--- src/rtl/streaming_dwc_pack_if.sv ---
// Narrow-in / wide-out stream bundle for the width packer.
// The slave modport is the packer's view; the master modport is the surrounding fabric's view.
interface streaming_dwc_pack_if #(
    parameter int unsigned IN_WIDTH  = 8,
    parameter int unsigned OUT_WIDTH = 32
);
    logic [IN_WIDTH-1:0]  in0_V_V_TDATA;
    logic                 in0_V_V_TVALID;
    logic                 in0_V_V_TREADY;
    logic [OUT_WIDTH-1:0] out_V_V_TDATA;
    logic                 out_V_V_TVALID;
    logic                 out_V_V_TREADY;

    modport slave (
        input  in0_V_V_TDATA,
        input  in0_V_V_TVALID,
        output in0_V_V_TREADY,
        output out_V_V_TDATA,
        output out_V_V_TVALID,
        input  out_V_V_TREADY
    );

    modport master (
        output in0_V_V_TDATA,
        output in0_V_V_TVALID,
        input  in0_V_V_TREADY,
        input  out_V_V_TDATA,
        input  out_V_V_TVALID,
        output out_V_V_TREADY
    );
endinterface

--- src/rtl/streaming_dwc_pack.sv ---
// Frame-aware narrow-to-wide stream packer: RATIO little-endian beats per output word,
// zero-padding the last word of a frame whose length is not a multiple of RATIO.
module streaming_dwc_pack #(
    parameter int unsigned IN_WIDTH       = 8,
    parameter int unsigned OUT_WIDTH      = 32,
    parameter int unsigned FRAME_IN_WORDS = 784,
    parameter int unsigned FCNT_WIDTH     = 16
) (
    input  logic                   ap_clk,
    input  logic                   ap_rst_n,
    streaming_dwc_pack_if.slave    s,
    output logic [FCNT_WIDTH-1:0]  frame_cnt
);
    localparam int unsigned RATIO  = OUT_WIDTH / IN_WIDTH;
    localparam int unsigned LANE_W = (RATIO > 1) ? $clog2(RATIO) : 1;
    localparam int unsigned BEAT_W = (FRAME_IN_WORDS > 1) ? $clog2(FRAME_IN_WORDS) : 1;

    logic [OUT_WIDTH-1:0]  acc_q, acc_d;
    logic [LANE_W-1:0]     lane_q, lane_d;
    logic [BEAT_W-1:0]     beat_q, beat_d;
    logic [OUT_WIDTH-1:0]  out_data_q, out_data_d;
    logic                  out_valid_q, out_valid_d;
    logic [FCNT_WIDTH-1:0] fcnt_q, fcnt_d;

    logic                  in_ready_c;
    logic                  accept_c;
    logic                  last_lane_c;
    logic                  last_beat_c;
    logic [OUT_WIDTH-1:0]  merged_c;

    // Single-word skid: input stalls only while a finished word is blocked downstream.
    assign in_ready_c  = !out_valid_q || s.out_V_V_TREADY;
    assign accept_c    = s.in0_V_V_TVALID && in_ready_c;
    assign last_lane_c = (lane_q == LANE_W'(RATIO - 1));
    assign last_beat_c = (beat_q == BEAT_W'(FRAME_IN_WORDS - 1));

    // Accumulator with the incoming beat dropped into the current lane; higher lanes stay 0.
    always_comb begin
        merged_c = acc_q;
        for (int k = 0; k < int'(RATIO); k++) begin
            if (lane_q == LANE_W'(k)) begin
                merged_c[k*IN_WIDTH +: IN_WIDTH] = s.in0_V_V_TDATA;
            end
        end
    end

    always_comb begin
        acc_d       = acc_q;
        lane_d      = lane_q;
        beat_d      = beat_q;
        out_data_d  = out_data_q;
        out_valid_d = out_valid_q;
        fcnt_d      = fcnt_q;

        if (out_valid_q && s.out_V_V_TREADY) begin
            out_valid_d = 1'b0;
        end

        if (accept_c) begin
            if (last_lane_c || last_beat_c) begin
                out_data_d  = merged_c;
                out_valid_d = 1'b1;
                acc_d       = '0;
                lane_d      = '0;
            end else begin
                acc_d       = merged_c;
                lane_d      = lane_q + LANE_W'(1);
            end

            // Frame boundary also forces the word out above, so padding never spans frames.
            if (last_beat_c) begin
                beat_d = '0;
                fcnt_d = fcnt_q + FCNT_WIDTH'(1);
            end else begin
                beat_d = beat_q + BEAT_W'(1);
            end
        end
    end

    always_ff @(posedge ap_clk or negedge ap_rst_n) begin
        if (!ap_rst_n) begin
            acc_q       <= '0;
            lane_q      <= '0;
            beat_q      <= '0;
            out_data_q  <= '0;
            out_valid_q <= 1'b0;
            fcnt_q      <= '0;
        end else begin
            acc_q       <= acc_d;
            lane_q      <= lane_d;
            beat_q      <= beat_d;
            out_data_q  <= out_data_d;
            out_valid_q <= out_valid_d;
            fcnt_q      <= fcnt_d;
        end
    end

    assign s.in0_V_V_TREADY = in_ready_c;
    assign s.out_V_V_TDATA  = out_data_q;
    assign s.out_V_V_TVALID = out_valid_q;
    assign frame_cnt        = fcnt_q;
endmodule
--- src/flat_wrapper.sv ---
// flat-port wrapper written by rule: the top's interface ports become plain ports
module streaming_dwc_pack_flat 
#(
    parameter int unsigned IN_WIDTH       = 8,
    parameter int unsigned OUT_WIDTH      = 32,
    parameter int unsigned FRAME_IN_WORDS = 784,
    parameter int unsigned FCNT_WIDTH     = 16
)
  (ap_clk, ap_rst_n, frame_cnt, s_in0_V_V_TDATA, s_in0_V_V_TVALID, s_in0_V_V_TREADY, s_out_V_V_TDATA, s_out_V_V_TVALID, s_out_V_V_TREADY);
  streaming_dwc_pack_if #(.IN_WIDTH(IN_WIDTH), .OUT_WIDTH(OUT_WIDTH)) s_i ();
  input  logic ap_clk;
  input  logic ap_rst_n;
  output logic [FCNT_WIDTH-1:0] frame_cnt;
  input wire logic [$bits(s_i.in0_V_V_TDATA)-1:0] s_in0_V_V_TDATA;
  input wire logic [$bits(s_i.in0_V_V_TVALID)-1:0] s_in0_V_V_TVALID;
  output wire logic [$bits(s_i.in0_V_V_TREADY)-1:0] s_in0_V_V_TREADY;
  output wire logic [$bits(s_i.out_V_V_TDATA)-1:0] s_out_V_V_TDATA;
  output wire logic [$bits(s_i.out_V_V_TVALID)-1:0] s_out_V_V_TVALID;
  input wire logic [$bits(s_i.out_V_V_TREADY)-1:0] s_out_V_V_TREADY;
  assign s_i.in0_V_V_TDATA = s_in0_V_V_TDATA;
  assign s_i.in0_V_V_TVALID = s_in0_V_V_TVALID;
  assign s_in0_V_V_TREADY = s_i.in0_V_V_TREADY;
  assign s_out_V_V_TDATA = s_i.out_V_V_TDATA;
  assign s_out_V_V_TVALID = s_i.out_V_V_TVALID;
  assign s_i.out_V_V_TREADY = s_out_V_V_TREADY;
  streaming_dwc_pack #(.IN_WIDTH(IN_WIDTH), .OUT_WIDTH(OUT_WIDTH), .FRAME_IN_WORDS(FRAME_IN_WORDS), .FCNT_WIDTH(FCNT_WIDTH)) u_core (.ap_clk(ap_clk), .ap_rst_n(ap_rst_n), .s(s_i), .frame_cnt(frame_cnt));
endmodule
--- config.mk ---
export PLATFORM = sky130hd
export DESIGN_NAME = streaming_dwc_pack_flat
export DESIGN_NICKNAME = d
export VERILOG_FILES = /design/src/rtl/streaming_dwc_pack_if.sv /design/src/rtl/streaming_dwc_pack.sv /design/src/flat_wrapper.sv
export SDC_FILE = /design/constraint.sdc
export NUM_CORES = 1
export LEC_CHECK = 0
export ABC_AREA = 1
export CAP_MARGIN = 20
export CORE_UTILIZATION = 25
export CTS_BUF_LIST = sky130_fd_sc_hd__clkbuf_16
export DETAILED_ROUTE_END_ITERATION = 7
export HOLD_SLACK_MARGIN = 0.06
export PLACE_DENSITY_LB_ADDON = 0.15
export SYNTH_ARGS = -nofsm -noshare
export SYNTH_HDL_FRONTEND = slang
export SYNTH_SLANG_ARGS = --single-unit
--- constraint.sdc ---
create_clock -name ap_clk -period 1.3 [get_ports ap_clk]
set_input_delay 0.26 -clock ap_clk [delete_from_list [all_inputs] [get_ports ap_clk]]
set_output_delay 0.26 -clock ap_clk [all_outputs]
set_load 0.02 [all_outputs]
* Yosys cells after proc, flatten, opt, wreduce, memory -nomap -nowiden
Index checks and enable logic that the tools add are counted.
** Storage, ports and cells
- Bits in registers :: 93
- Bits in latches :: 0
- Memory bits (writable) :: 0
- Bits in read-only memories :: 0
- Input bits :: 12
- Output and inout port bits :: 50
- Logic and storage cells :: 31
- Memories :: 0
** Operators by class
- Add/sub/neg operators :: 3
- Multiply operators :: 0
- Div/mod/pow operators :: 0
- Magnitude comparators :: 0
- Equality and inequality tests :: 4
- Shifts and indexed selects :: 0
- Muxes and demuxes :: 10
- Bitwise operators :: 0
- Reductions and logical operators :: 8
** Operator list (number)
- $mux 32 :: 1
- $mux 8 :: 4
- $add 16x1->16 const B :: 1
- $add 10x1->10 const B :: 1
- $eq 10x10->1 const B :: 1
- $mux 10 :: 1
- $eq 2x2->1 const B :: 2
- $reduce_and 2->1 :: 2
- $mux 1 :: 3
- $add 2x1->2 const B :: 1
- $eq 2x1->1 const B :: 1
- $logic_and 1x1->1 :: 2
- $logic_not 2->1 :: 1
- $logic_or 1x1->1 :: 2
- $mux 2 :: 1
- $logic_not 1->1 :: 1

* Longest topological paths before layout
- Depth after elaboration :: 4
- Mapped depth :: 9

* Worst setup path before layout
Ideal clock, no wire load.
- Path kind :: reg2reg
- From :: register u_core.beat_q[0]
- To :: register u_core.out_data_q[0], in the netlist u_core.s.out_V_V_TDATA[0]
- Setup time :: 117 ps
- Arrival time :: 1308 ps
- Required time :: 1183 ps
- Setup slack :: -125 ps
- Cell stages (with the launch flop) :: 10
- Path buffers :: 1
- Clock period less this slack :: 1425 ps
- Cell sequence :: dfrtp_1 -> ha_1 -> nand2_2 -> nor2_4 -> nand4_4 -> nand2_2 -> nand2_2 -> buf_2 -> nand2_1 -> nand2_1
** Between the ends
- Cells in the longest elaborated chain, start to end :: 3
** RTL lines
- start, declared :: RTL line streaming_dwc_pack.sv:20 : logic [BEAT_W-1:0] beat_q, beat_d;
- start signal, assigned :: RTL line streaming_dwc_pack.sv:91 : beat_q <= beat_d;
- $eq 10x10->1 :: RTL line streaming_dwc_pack.sv:35 : assign last_beat_c = (beat_q == BEAT_W'(FRAME_IN_WORDS - 1));
- $logic_or 1x1->1 :: RTL line streaming_dwc_pack.sv:60 : if (last_lane_c || last_beat_c) begin
- $reduce_and 2->1 (no source line)
- end signal, assigned :: RTL line streaming_dwc_pack.sv:92 : out_data_q <= out_data_d;
- end, declared :: RTL line streaming_dwc_pack.sv:21 : logic [OUT_WIDTH-1:0] out_data_q, out_data_d;
No other way between the ends.
A chain may end at the register's enable or synchronous reset.

* Worst setup path after layout
- From :: register u_core.beat_q[0]
- To :: register u_core.acc_q[19]
** Between the ends
- Cells in the longest elaborated chain, start to end :: 3
** RTL lines
- $eq 10x10->1 :: RTL line streaming_dwc_pack.sv:35
- $logic_or 1x1->1 :: RTL line streaming_dwc_pack.sv:60
- $mux 32 :: RTL line streaming_dwc_pack.sv:60
- end signal, assigned :: RTL line streaming_dwc_pack.sv:82 : acc_q <= '0;
- end signal, assigned :: RTL line streaming_dwc_pack.sv:89 : acc_q <= acc_d;
- end, declared :: RTL line streaming_dwc_pack.sv:18 : logic [OUT_WIDTH-1:0] acc_q, acc_d;
No other way between the ends.

==> impl_metrics.toml <==
[critical_path]
critical_path.slowest_cell = "sky130_fd_sc_hd__dfrtp_1"
worstSetupStartpointType = "flop"
worst-path-buf-inv = 3
crit_path_cell_trace = "ha_2 > nand2_2 > nor2_4 > nand4_4 > nand2_8 > buf_12 > buf_12 > buf_16 > o22ai_1"
cp_data_arrival_time_ns = 1.81
timing.critical_path.slowest_cell_delay_ns = 0.35
cpMostUsedCell = "sky130_fd_sc_hd__buf_12"
worstPathRequired_ns = 1.52
critical-path-top-delay-family = "simple AND/OR/NAND/NOR gates"
critPathCaptureType = "flop"
timing.critical_path.fanout_max = 6
crit_type = "reg -> reg"

[sta]
unrepaired_setup_endpoints_after_global_routing = "true"
post_route_worst_setup_slack_ns = -0.281
finalCritPeriodShare_pct = 122
fin_hold_ws_ns = 0.326
final-max-slew-violation-count = 0
setup_viol_count_final = 91
max_slew_headroom_pct = 76.4
max_slew.worst_pin.slew_ns = 0.350
fin_worst_skew_ns = 0.00370
finalCriticalPeriod_ns = 1.58
finalHoldViolCount = 0
final.setup.tns_ns = -19.47
max_freq_mhz = 632

[synthesis]
postSynthRegisterBits = 93
ys_dominant_reg_cell = "sky130_fd_sc_hd__dfrtp_1"
yosysSeqAreaShare_pct = 52.0
synthArstFlopShare_pct = 100
synth.avg_cell_area_um2 = 7.98
synthesis.yosys.warnings = 0
synth_top_cells_by_area = "sky130_fd_sc_hd__dfrtp_1, sky130_fd_sc_hd__nand2_1, sky130_fd_sc_hd__nand3_1"
netlist.top_cell.by_area = "sky130_fd_sc_hd__dfrtp_1"
yosysMostFrequentCell = "sky130_fd_sc_hd__nand2_1"
synth.lib_cells_used.distinct = 25
synth_enable_flop_cells = 0
yosys-top-cells-count = "sky130_fd_sc_hd__nand2_1, sky130_fd_sc_hd__dfrtp_1, sky130_fd_sc_hd__inv_1"
number_of_nets_produced_by_synthesis = 579
fraction_of_post_synthesis_cell_area_in_the_top_cell_type_by_area_pct = 52.0
synthesis.instances = 561
syn_area_um2 = 4470

[floorplan]
die_area_um2 = 18400
pin_count = 62
floorplan.initialDensity_pct = 25.7
num_rows = 48
die-height_um = 136
core_region_area_um2 = 17400
fp.dieW_um = 136

[global_routing]
antenna_found_initial = 0
grt_pass1_vias = 4138
overflow = 0
grt_max_degree = 36
grt_pass1_wl_um = 21100
grt_util_overall_pct = 14.9

[clocking]
clock_tree_from_tritoncts = "built"
clk_latency_ns = 0.34
cts_num_sinks = 93
cts_inserted_buffers = 9
number_of_levels_in_the_clock_h_tree = 3
cts_root_buf = "sky130_fd_sc_hd__clkbuf_16"
clkTransAtPathRegs_ns = 0.06
clock_path_buffers = 2

[pwr]
leakage_nw = 3.20
vdd.ir_drop.worst_mv = 0.800
p_per_area_nw_per_um2 = 1980

[route]
number_of_drc_violations_after_detailed_routing = 0
route.met3.wl_um = 711
drt_iter0_drc = 285
post_drt_wl_per_cell_um = 14.5
vias_per_cell = 4.53
top_layer = "met4"
drt_wl_total_um = 13300
met2WireLength_um = 6080
wirelength_met1_um = 6230
drt_pre_antenna_iters = 4
final_ant_viol_nets = 0
vias_post_dr = 4160

[finish]
final_core_utilization_pct = 38.8
layout-drive-gt1-share_pct = 32.2
antenna_cells_inserted = 0
area_growth_syn_to_layout_pct = 51.2
nets = 708
final.fill_count = 1757
final-seq-area_um2 = 2330
multiInputGateArea_um2 = 2150

[status]
violations_in_the_final_reports = "setup timing"
outcome = "complete, but fails checks"

[placement]
placer_congestion = 0.780
port_buffers = 61
dpl.hpwl_um = 8280

[min_path]
min_path_type = "in -> async"

[run]
maxCapViolCount = 0
[per-stage QoR]
step | power (W) | worst slack, ns | cells | cell area (um^2)
final | 0.0134 | -0.281 | 918 | 6770
after floorplan | 0.00720 | -0.117 | 561 | 4500
after global placement | 0.00929 | -0.480 | 878 | 5830
after global routing | 0.0143 | -0.367 | 918 | 6770
after CTS | 0.0131 | -0.275 | 914 | 6650
after detailed placement | 0.00939 | -0.484 | 878 | 5830
[layer usage]
metal | vias up | global-route usage [%]
met4 | 0 | 5.68
li1 | 2049 | -
met3 | 18 | 2.32
met5 | - | 0
met1 | 2000 | 20.1
met2 | 93 | 23.8
[where the power goes]
| part | switching, W | internal (W) | leakage, nW |
|---|---|---|---|
| logic | 0.00342 | 0.00283 | 1.85 |
| clock network | 0.00113 | 0.00166 | 0.147 |
| registers | 0.000488 | 0.00387 | 1.21 |
| total | 0.00504 | 0.00836 | 3.20 |
[area by class of cell]
class / count / area share, %
flip-flops and latches: 93 / 34.5
multi-input cells: 379 / 31.8
repair buffers: 143 / 21.5
well taps: 225 / 4.16
inverters: 63 / 3.61
clock buffers: 9 / 3.33
clock inverters: 5 / 1.13
repair inverters: 1 / 0.111
[worst reg2reg max path, delay by kind of cell (launching register included)]
family,cells,cell delay [ns]
adders and majority gates,1,0.19
buffers and inverters,3,0.35
and+or+nand+nor,4,0.52
AOI/OAI and AO/OA,1,0.06
DFF,1,0.35
[registers in the layout (all words and copies together), names as in the netlist]
name and count:
u_core.beat_q 10, u_core.s.out_V_V_TVALID 1, u_core.s.out_V_V_TDATA 32, u_core.lane_q 2, u_core.frame_cnt 16, u_core.acc_q 32
[cells in the final DEF (no fill, tap or decap), types with 5 or more instances in the layout]
| cell | synthesis | routed |
|---|---|---|
| sky130_fd_sc_hd__clkbuf_2 | 0 | 22 |
| sky130_fd_sc_hd__xnor2_1 | 6 | 6 |
| sky130_fd_sc_hd__clkdlybuf4s15_1 | 0 | 6 |
| sky130_fd_sc_hd__inv_1 | 62 | 58 |
| sky130_fd_sc_hd__dfrtp_1 | 93 | 90 |
| sky130_fd_sc_hd__nor2_1 | 38 | 34 |
| sky130_fd_sc_hd__clkbuf_16 | 0 | 11 |
| sky130_fd_sc_hd__buf_16 | 0 | 6 |
| sky130_fd_sc_hd__a21oi_1 | 9 | 8 |
| sky130_fd_sc_hd__nand2_1 | 189 | 155 |
| sky130_fd_sc_hd__nand2_2 | 3 | 31 |
| sky130_fd_sc_hd__o22ai_1 | 25 | 10 |
| sky130_fd_sc_hd__o21ai_0 | 30 | 21 |
| sky130_fd_sc_hd__buf_6 | 2 | 12 |
| sky130_fd_sc_hd__nand3_2 | 0 | 13 |
| sky130_fd_sc_hd__ha_1 | 6 | 5 |
| sky130_fd_sc_hd__buf_4 | 2 | 49 |
| sky130_fd_sc_hd__nand4_1 | 10 | 10 |
| sky130_fd_sc_hd__o21ai_1 | 1 | 9 |
| sky130_fd_sc_hd__clkdlybuf4s50_1 | 0 | 10 |
| sky130_fd_sc_hd__nand3_1 | 51 | 36 |
| sky130_fd_sc_hd__buf_12 | 0 | 13 |
| sky130_fd_sc_hd__buf_2 | 15 | 10 |
| sky130_fd_sc_hd__o22ai_2 | 0 | 12 |
| sky130_fd_sc_hd__clkdlybuf4s15_2 | 0 | 10 |
[logic make-up (layout without fill, tap and decap cells)]
logic type,Yosys count,count (layout),share of synthesized area (%)
compound gates,65,65,7.97
flops,93,93,52.0
simple gates,298,298,28.0
fa+ha+maj,6,6,1.68
buf+inv,89,221,8.39
xor+xnor,10,10,1.96
[final timing paths]
check                                                       startpoint                                      to  slack [ns]  cells after the start
worst max register to register            u_core.beat_q[0]$_DFFE_PN0N_            u_core.acc_q[19]$_DFFE_PN0N_       -0.28                      9
worst min-delay path                                          ap_rst_n             u_core.acc_q[7]$_DFFE_PN0N_        0.33                      2
worst max-delay path                      u_core.beat_q[0]$_DFFE_PN0N_            u_core.acc_q[19]$_DFFE_PN0N_       -0.28                      9
min in group ap_clk             u_core.s.out_V_V_TDATA[13]$_DFFE_PN0P_  u_core.s.out_V_V_TDATA[13]$_DFFE_PN0P_        0.47                      2
worst min register to register  u_core.s.out_V_V_TDATA[13]$_DFFE_PN0P_  u_core.s.out_V_V_TDATA[13]$_DFFE_PN0P_        0.47                      2
max in group asynchronous                                     ap_rst_n  u_core.s.out_V_V_TDATA[15]$_DFFE_PN0P_        0.47                      3
[repair_timing]
item                                    CTS  global route
setup buffers                            13             4
pin swaps                                11            11
endpoints found under the setup margin  140           122
hold buffers                              1             0
gates resized for setup                 184            95
hold endpoints to repair                 19             0
cloned                                    8             3
(Power assumes the default switching activity.)
